$ cat src/rtl/aes_128_sched.sv
// aes_128_sched: round-robin front end that shares one AES-128 core between two requesters.
// It also streams round-key words into the core. Define AES_SCHED_STATS_EN to add the saturating stats counters.
//
// state | meaning
// IDLE  | core empty; a key load wins, otherwise a block is granted round-robin
// WAIT  | one block in the core, watchdog counting
// KEYLD | streaming KEY_WORDS round-key words into the core
module aes_128_sched #(
  parameter int KEY_WORDS      = 22,
  parameter int TIMEOUT_CYCLES = 64,
  parameter int TO_W           = 7
) (
  input  logic         clk,
  input  logic         kill,
  input  logic         req0_valid,
  input  logic [127:0] req0_data,
  output logic         req0_ready,
  input  logic         req1_valid,
  input  logic [127:0] req1_data,
  output logic         req1_ready,
  input  logic         key_valid,
  input  logic [63:0]  key_word,
  output logic         key_ready,
  output logic         core_in_en,
  output logic [127:0] core_in_data,
  output logic         core_en_wr,
  output logic [63:0]  core_key_wr,
  input  logic         core_out_en,
  input  logic [127:0] core_out_data,
  output logic         rsp_valid,
  output logic         rsp_id,
  output logic [127:0] rsp_data,
  output logic         busy,
  output logic         timeout_err
`ifdef AES_SCHED_STATS_EN
  ,
  output logic [15:0]  blk_count,
  output logic [7:0]   to_count,
  output logic [7:0]   key_count
`endif
);

  localparam int KW_W = $clog2(KEY_WORDS + 1);

  typedef enum logic [1:0] {IDLE, WAIT, KEYLD} state_t;

  state_t          state;
  state_t          state_nxt;
  logic            rr_ptr;
  logic            grant_id;
  logic [127:0]    grant_data;
  logic            blk_hs;
  logic            key_hs;
  logic            key_last;
  logic            wd_exp;
  logic            rsp_set;
  logic            to_set;
  logic [KW_W-1:0] kw_cnt;
  logic [TO_W-1:0] wd_cnt;

  // A lone requester always wins; the pointer only breaks ties.
  always_comb begin
    grant_id = req1_valid;
    if (req0_valid && req1_valid) grant_id = rr_ptr;
  end

  assign grant_data = grant_id ? req1_data : req0_data;

  // Holding off grants while the last key word is written gives core_in_en two cycles of spacing.
  assign blk_hs     = (state == IDLE) && !key_valid && !core_en_wr &&
                      (req0_valid || req1_valid);
  assign req0_ready = blk_hs && !grant_id;
  assign req1_ready = blk_hs && grant_id;
  assign key_ready  = (state == KEYLD);
  assign key_hs     = key_valid && key_ready;
  assign key_last   = key_hs && (kw_cnt == KW_W'(KEY_WORDS - 1));
  assign wd_exp     = (wd_cnt == TO_W'(TIMEOUT_CYCLES - 1));
  assign rsp_set    = (state == WAIT) && core_out_en;
  assign to_set     = (state == WAIT) && !core_out_en && wd_exp;
  assign busy       = (state != IDLE);

  always_ff @(posedge clk or posedge kill) begin
    if (kill) state <= IDLE;
    else      state <= state_nxt;
  end

  always_comb begin
    state_nxt = state;
    unique case (state)
      IDLE: begin
        if (key_valid)   state_nxt = KEYLD;
        else if (blk_hs) state_nxt = WAIT;
      end
      WAIT: begin
        if (core_out_en || wd_exp) state_nxt = IDLE;
      end
      KEYLD: begin
        if (key_last) state_nxt = IDLE;
      end
      default: state_nxt = IDLE;
    endcase
  end

  always_ff @(posedge clk or posedge kill) begin
    if (kill) begin
      rr_ptr       <= 1'b0;
      core_in_en   <= 1'b0;
      core_in_data <= '0;
      rsp_id       <= 1'b0;
      rsp_valid    <= 1'b0;
      rsp_data     <= '0;
      timeout_err  <= 1'b0;
      wd_cnt       <= '0;
    end else begin
      core_in_en  <= blk_hs;
      rsp_valid   <= rsp_set;
      timeout_err <= to_set;
      if (blk_hs) begin
        core_in_data <= grant_data;
        rsp_id       <= grant_id;
        rr_ptr       <= ~grant_id;
      end else if ((state == WAIT) && (state_nxt == IDLE)) begin
        core_in_data <= '0;
      end
      if (rsp_set) rsp_data <= core_out_data;
      // Counter is 0 in the core_in_en cycle, so expiry lands TIMEOUT_CYCLES after it.
      if ((state == WAIT) && (state_nxt == WAIT)) wd_cnt <= wd_cnt + 1'b1;
      else                                        wd_cnt <= '0;
    end
  end

  always_ff @(posedge clk or posedge kill) begin
    if (kill) begin
      core_en_wr  <= 1'b0;
      core_key_wr <= '0;
      kw_cnt      <= '0;
    end else begin
      core_en_wr  <= key_hs;
      core_key_wr <= key_hs ? key_word : 64'h0;
      if (key_last)    kw_cnt <= '0;
      else if (key_hs) kw_cnt <= kw_cnt + 1'b1;
    end
  end

`ifdef AES_SCHED_STATS_EN
  always_ff @(posedge clk or posedge kill) begin
    if (kill) begin
      blk_count <= '0;
      to_count  <= '0;
      key_count <= '0;
    end else begin
      if (rsp_set && (blk_count != 16'hffff)) blk_count <= blk_count + 1'b1;
      if (to_set && (to_count != 8'hff))      to_count  <= to_count + 1'b1;
      if (key_last && (key_count != 8'hff))   key_count <= key_count + 1'b1;
    end
  end
`endif

endmodule
$ cat config.mk
export PLATFORM = sky130hd
export DESIGN_NAME = aes_128_sched
export DESIGN_NICKNAME = d
export VERILOG_FILES = /design/src/rtl/aes_128_sched.sv
export SDC_FILE = /design/constraint.sdc
export NUM_CORES = 1
export LEC_CHECK = 0
export CAP_MARGIN = 20
export CORE_AREA = 2 2 309 311
export CTS_CLUSTER_DIAMETER = 50
export CTS_CLUSTER_SIZE = 40
export DETAILED_ROUTE_END_ITERATION = 7
export DIE_AREA = 0 0 311 313
export GPL_ROUTABILITY_DRIVEN = 0
export SLEW_MARGIN = 40
export SYNTH_ARGS = -nofsm -noshare
export SYNTH_HDL_FRONTEND = slang
export SYNTH_SLANG_ARGS = --single-unit
export TNS_END_PERCENT = 10
$ cat constraint.sdc
create_clock -name clk -period 22.7 [get_ports clk]
set_input_delay 4.54 -clock clk [delete_from_list [all_inputs] [get_ports clk]]
set_output_delay 4.54 -clock clk [all_outputs]
set_load 0.02 [all_outputs]
==> flow_summary.toml, run 1 <==
[floorplan]
fp.coreArea_um2 = 94160
initial_core_util = 0.1402
die-area_um2 = 97340
die_h_um = 313
die_w_um = 311
io_pins = 783
placement_rows = 113

[final_layout]
nets = 2163
drive_gt1_frac = 0.1460
areaGrowthSynthToFinish_pct = 84.93

[sta]
timing.clock.skew_ns = 0.02885
rsz_0062_raised_after_global_routing = "no"
post-route-worst-setup-slack_ns = 11.71
worst_pin_slew_ns = 0.7759
max_slew_margin = 0.4827
final_min_period_over_clock_period = 0.4842
timing.final.crit_period_ns = 10.99
max_freq_ghz = 0.09098
setup_tns_ns = 0
final-setup-viol-count = 0
final-max-slew-violation-count = 0
timing.final.hold_violations = 0

[clock_tree]
worstSkewPairLatency_ns = 0.62
cts_hold_buf = 0
cts_buffer_depth = 3
clock_sinks = 340
cts.clk_slew.worst_paths_ns = 0.05
ctsResizeCount = 0
cts_setup_buffers = 0
clock_buffer_count_from_cts = 57
cts_tree = "built"
htree_num_levels = 2
cts_root_buffer = "sky130_fd_sc_hd__clkbuf_16"

[place]
dp_slack_ns = 11.73
placement.io_buffers = 782
dpl.hpwl_mm = 37.16

[route]
drtAntennaViolNets = 0
routed_via_density = 3.570
wire_per_inst_um = 16.69
post_route_wl_mm = 50.39
drc_marker_count_from_the_first_detailed_route_iteration = 547
drc = 0
route.vias.total = 10780
drt_pre_antenna_iters = 4

[run_status]
run_status = "complete, no violations"

[yosys]
synth.area.top_cells = "sky130_fd_sc_hd__dfrtp_1, sky130_fd_sc_hd__mux2_2, sky130_fd_sc_hd__a221o_1"
synthCells = 916
yosysWarningCount = 0
seq_area_frac_synth = 0.6443
yosysTopAreaCellShare = 0.6443
netlist_area_um2 = 13210
mappedNetlistNets = 1373
post_synth.cell_area_avg_um2 = 14.42
number_of_register_bits_inferred_by_synthesis = 340
netlist.top_cell.by_area = "sky130_fd_sc_hd__dfrtp_1"
synth.lib_cells_used.distinct = 38

[hold_path]
hold_path_class = "reg2reg"

[critical_path]
worstSetupEndpointType = "primary output"
worstPathArrival_ns = 6.45
start_kind = "input port"
crit_path_max_fanout = 4
required_time_reported_for_the_critical_path_endpoint_ns = 18.16
criticalPathCategory = "in2out"

[global_routing]
grt_overflow_total = 0
grt_first_pass_wirelength_mm = 74.05
grt_antenna_before_repair = 1
first_global_vias = 11330
grt_start_max_net_pins = 136
grt_util_all_layers = 0.09975

[power_and_ir_drop]
max-vdd-ir-drop_v = 0.00006804
pwr_density_cell_nw_per_um2 = 116.5
leakage_uw = 0.01023

[job]
maxCapViolations = 0
==> stage by stage <==
step	utilization	power [uW]	hold slack, ns	cell area (um^2)	instances
floorplan	-	1392	0.4251	13210	916
global placement	0.2375	1971	0.4530	22370	2909
detailed placement	0.2381	1979	0.4523	22420	2911
CTS	0.2589	2892	0.4652	24380	3017
global route	0.2593	2980	0.5055	24420	3019
finish	0.2593	2845	0.4527	24420	3019
==> worst max-delay path: stages <==
cell and delay, ns:
sky130_fd_sc_hd__clkdlybuf4s50_1 0.47, sky130_fd_sc_hd__or4_4 0.56, sky130_fd_sc_hd__a211oi_4 0.24, sky130_fd_sc_hd__clkdlybuf4s50_1 0.64
==> layout by cell type (no fill, tap or decap), types with 8 or more instances in the layout <==
master	netlist	final
sky130_fd_sc_hd__clkdlybuf4s50_1	0	782
sky130_fd_sc_hd__dfrtp_1	340	340
sky130_fd_sc_hd__and2_1	194	193
sky130_fd_sc_hd__mux2_2	129	129
sky130_fd_sc_hd__a221o_1	128	128
sky130_fd_sc_hd__clkbuf_16	0	58
sky130_fd_sc_hd__nor2_1	12	11
sky130_fd_sc_hd__clkinv_2	1	9
sky130_fd_sc_hd__clkinvlp_4	0	9
sky130_fd_sc_hd__nand2_1	8	8
==> state kept, by name, summed over array words and instances (netlist names), 2 cells and up <==
register      count
core_in_data    128
core_key_wr      64
kw_cnt            5
rsp_data        128
state             2
wd_cnt            7
==> per-layer routing <==
metal | wire length [um] | vias up | share of wire | track usage
met5 | 0 | - | 0 | 0
met4 | 1893 | 0 | 0.038 | 0.04447
met3 | 4297 | 93 | 0.085 | 0.03804
met2 | 24320 | 516 | 0.48 | 0.1622
met1 | 19880 | 5266 | 0.39 | 0.1168
li1 | - | 4904 | - | -
==> synthesized netlist by cell type <==
library cell / n
sky130_fd_sc_hd__dfrtp_1: 340
sky130_fd_sc_hd__and2_1: 194
sky130_fd_sc_hd__mux2_2: 129
sky130_fd_sc_hd__a221o_1: 128
sky130_fd_sc_hd__buf_2: 24
sky130_fd_sc_hd__clkbuf_1: 22
sky130_fd_sc_hd__buf_6: 14
sky130_fd_sc_hd__nor2_1: 12
sky130_fd_sc_hd__nand2_1: 8
sky130_fd_sc_hd__buf_1: 4
sky130_fd_sc_hd__inv_1: 4
sky130_fd_sc_hd__o21ai_0: 4
sky130_fd_sc_hd__ha_1: 3
sky130_fd_sc_hd__and3_1: 2
sky130_fd_sc_hd__nand3_1: 2
sky130_fd_sc_hd__nor2b_1: 2
sky130_fd_sc_hd__xnor2_1: 2
sky130_fd_sc_hd__xor2_1: 2
sky130_fd_sc_hd__a211oi_1: 1
sky130_fd_sc_hd__a21o_1: 1
sky130_fd_sc_hd__a21oi_2: 1
sky130_fd_sc_hd__a31oi_1: 1
sky130_fd_sc_hd__and3b_1: 1
sky130_fd_sc_hd__and4b_1: 1
sky130_fd_sc_hd__clkinv_2: 1
sky130_fd_sc_hd__mux2i_1: 1
sky130_fd_sc_hd__nand2b_1: 1
sky130_fd_sc_hd__nand3b_1: 1
sky130_fd_sc_hd__nand4_1: 1
sky130_fd_sc_hd__o211a_1: 1
sky130_fd_sc_hd__o21bai_1: 1
sky130_fd_sc_hd__o221ai_1: 1
sky130_fd_sc_hd__o22ai_1: 1
sky130_fd_sc_hd__o31ai_1: 1
sky130_fd_sc_hd__or2_2: 1
sky130_fd_sc_hd__or2_4: 1
sky130_fd_sc_hd__or3_1: 1
sky130_fd_sc_hd__or4_4: 1
==> cell type report <==
class                      count  area [um^2]
antenna                        1        2.502
timing repair buffer         795         7998
inverter                       5        27.53
fill                        9889        69740
sequential                   340         8508
multi-input combinational    507         4335
tap                         1265         1583
clock buffer                  65         1528
clock inverter                41        439.2
==> where the power goes <==
group / switching, uW / internal [uW] / leakage [uW] / total, uW
Sequential: 122 / 808 / 0.00443 / 930
Combinational: 476 / 558 / 0.00486 / 1030
Clock: 343 / 539 / 0.000946 / 881
==> final timing paths <==
| check | start | to | slack (ns) | cells past startpoint |
|---|---|---|---|---|
| setup / recovery | key_valid | req0_ready | 11.71 | 4 |
| hold / removal | wd_cnt[0] | wd_cnt[0] | 0.45 | 1 |
| min in group asynchronous | kill | rsp_data[73] | 4.38 | 2 |
| max in group asynchronous | kill | core_in_data[120] | 16.36 | 5 |
| hold reg to reg | wd_cnt[0] | wd_cnt[0] | 0.45 | 1 |
| setup reg to reg | wd_cnt[0] | core_in_data[62] | 19.82 | 7 |
==> cells by family (layout without fill, tap and decap cells) <==
kind of cell    Yosys count  in the layout  synth area share
compound gates          141            141            0.1038
other cells               0              1                 0
simple gates            229            229            0.1056
fa+ha+maj                 3              3          0.002843
buf+inv                  69            906           0.02994
xor+xnor                  4              4          0.002654
flops                   340            340            0.6443
mux                     130            130            0.1108
Note: power is estimated with default switching activity, not from simulation.
==> inputs of run 2 (changes only) <==
--- a/config.mk
+++ b/config.mk
@@ -6,11 +6,11 @@
 export NUM_CORES = 1
 export LEC_CHECK = 0
 export CAP_MARGIN = 20
-export CORE_AREA = 2 2 309 311
+export CORE_AREA = 2 2 303 305
 export CTS_CLUSTER_DIAMETER = 50
 export CTS_CLUSTER_SIZE = 40
 export DETAILED_ROUTE_END_ITERATION = 7
-export DIE_AREA = 0 0 311 313
+export DIE_AREA = 0 0 305 307
 export GPL_ROUTABILITY_DRIVEN = 0
 export SLEW_MARGIN = 40
 export SYNTH_ARGS = -nofsm -noshare
==> constraint.sdc (replaced) <==
create_clock -name clk -period 10.2 [get_ports clk]
set_input_delay 2.04 -clock clk [delete_from_list [all_inputs] [get_ports clk]]
set_output_delay 2.04 -clock clk [all_outputs]
set_load 0.02 [all_outputs]
==> run 2 against run 1 <==
  * Via count up 0.57%
  * Clock skew decreased by 0.0077 ns
  * Combinational power is 120% higher
  * Non-clock buffer count shrank 1
  * Flip-flop and latch count unchanged
  * Setup slack lost 7.8 ns
  * Critical path depth is the same
  * Die area fell by 3.8%
==> flow_summary.toml, run 2 (synthesis gave the netlist of run 1 again) <==
[run_status]
run_status = "complete, no violations"

[global_routing]
first_global_vias = 11820
grt_first_pass_wirelength_mm = 74.17
grt_antenna_before_repair = 4
grt_overflow_total = 0
grt_start_max_net_pins = 133
grt_util_all_layers = 0.1036

[sta]
final-max-slew-violation-count = 0
worst_pin_slew_ns = 0.8150
worst_hold_slack_ns = 0.4656
max_slew_margin = 0.4567
final_min_period_over_clock_period = 0.6123
timing.final.hold_violations = 0
max_freq_ghz = 0.1601
timing.clock.skew_ns = 0.02113
post-route-worst-setup-slack_ns = 3.955
setup_tns_ns = 0
timing.final.crit_period_ns = 6.245
rsz_0062_raised_after_global_routing = "no"
final-setup-viol-count = 0

[floorplan]
placement_rows = 111
io_pins = 783
die_w_um = 305
initial_core_util = 0.1456
die_h_um = 307
fp.coreArea_um2 = 90690
die-area_um2 = 93640

[critical_path]
critical_path.reg2reg.startpoint = "state[1]"
required_time_reported_for_the_critical_path_endpoint_ns = 8.16
family_of_cells_with_the_greatest_summed_delay_on_the_critical_path = "buffers and inverters"
worstPathArrival_ns = 4.21
worst-path-buf-inv = 2
crit_path_max_fanout = 10
critical-path-max-stage-delay_ns = 0.69
cp-startpoint = "key_valid"
criticalPathCategory = "in2out"
start_kind = "input port"
cell_type_of_the_slowest_stage_on_the_worst_timing_path = "sky130_fd_sc_hd__clkdlybuf4s50_1"
timing.critical_path.mode_cell = "sky130_fd_sc_hd__clkdlybuf4s50_1"
worstSetupEndpointType = "primary output"
crit_path_cell_trace = "clkdlybuf4s50_1, or4_4, a211oi_4, clkdlybuf4s50_1"

[route]
route.vias.total = 10840
wire_per_inst_um = 17.35
drtAntennaViolNets = 0
post_route_wl_mm = 50.69
drc_marker_count_from_the_first_detailed_route_iteration = 501
routed_via_density = 3.710
drc = 0
drt_pre_antenna_iters = 5

[power_and_ir_drop]
sequentialPowerShare = 0.340
max-vdd-ir-drop_v = 0.0001391
switchingPower_uw = 2062
combPwrFrac = 0.378
p_clk_frac = 0.282
pwr_density_cell_nw_per_um2 = 254.9
p_int_uw = 4066
leakage_uw = 0.01010
netSwitchingFraction = 0.3365
post-layout-total-power_uw = 6128

[clock_tree]
cts_setup_buffers = 0
htree_num_levels = 2
clock_sinks = 340
clock_buffer_count_from_cts = 49
worstSkewPairLatency_ns = 0.61
cts.clk_slew.worst_paths_ns = 0.05
cts_hold_buf = 0
ctsResizeCount = 0
cts_buffer_depth = 3
cts_root_buffer = "sky130_fd_sc_hd__clkbuf_16"
cts_tree = "built"

[hold_path]
hold_path_class = "reg2reg"
hold_path.startpoint = "wd_cnt[0]"

[final_layout]
drive_gt1_frac = 0.1359
antenna_cells_inserted = 0
final.fill_count = 9310
areaGrowthSynthToFinish_pct = 82.05
final_common_cell = "sky130_fd_sc_hd__clkdlybuf4s50_1"
reg.largest.list = "core_in_data x128, rsp_data x128, core_key_wr x64"
final_cell_mix = "sky130_fd_sc_hd__clkdlybuf4s50_1, sky130_fd_sc_hd__dfrtp_1, sky130_fd_sc_hd__and2_1, sky130_fd_sc_hd__mux2_2, sky130_fd_sc_hd__a221o_1"
nets = 2154
finish.instance_area_um2 = 24040

[place]
placement.io_buffers = 782
detailed_place.area_um2 = 22300
dp_slack_ns = 3.965
dpl.hpwl_mm = 38.41

[job]
maxCapViolations = 0
[run 2: changes by cell type in the layout (fill, tap and decap cells not counted), sizes merged]
| cell | before | now |
|---|---|---|
| diode | 1 | 0 |
| bufinv | 4 | 3 |
| inv | 17 | 15 |
| buf | 13 | 12 |
| clkinvlp | 9 | 5 |
| clkinv | 16 | 13 |
| clkbuf | 65 | 59 |
[run 2: power by group through the flow]
stage / registers (uW) / clock network, uW / logic [uW]
after CTS: 2090 / 1800 / 2350
final: 2090 / 1730 / 2310
after detailed placement: 2100 / 0 / 2340
after global routing: 2140 / 1850 / 2430
after global placement: 2080 / 0 / 2320
after floorplan: 2580 / 0 / 517
[run 2: cell type report]
class                      count  area [um^2]  share of cell area
tap                         1186         1484             0.06173
multi-input combinational    507         4335              0.1803
clock buffer                  59         1314             0.05465
timing repair buffer         794         8003              0.3329
inverter                       5        23.77           0.0009889
sequential                   340         8508              0.3539
clock inverter                31        372.9             0.01551
[run 2: final timing paths]
| kind | slack (ns) | cells past startpoint | to |
|---|---|---|---|
| max | 3.95 | 4 | req0_ready |
| min | 0.47 | 1 | wd_cnt[0] |
| max reg2reg | 7.38 | 7 | core_in_data[4] |
| min reg2reg | 0.47 | 1 | wd_cnt[0] |
| max in group asynchronous | 6.59 | 4 | core_in_data[125] |
| min in group asynchronous | 1.88 | 2 | rsp_data[9] |
[run 2: per-layer routing]
layer  wire length (um)  global-route usage  vias to the layer above
met2              25450              0.1777                      545
met4               1698             0.04501                        4
met5                 27                   0                        -
met1              18530              0.1120                     5326
met3               4986             0.04252                       98
li1                   -                   -                     4867
[run 2: through the flow]
stage               utilization  cells
floorplan                     -    916
global placement         0.2455   2829
detailed placement       0.2459   2830
CTS                      0.2645   2920
global route             0.2651   2922
finish                   0.2651   2922
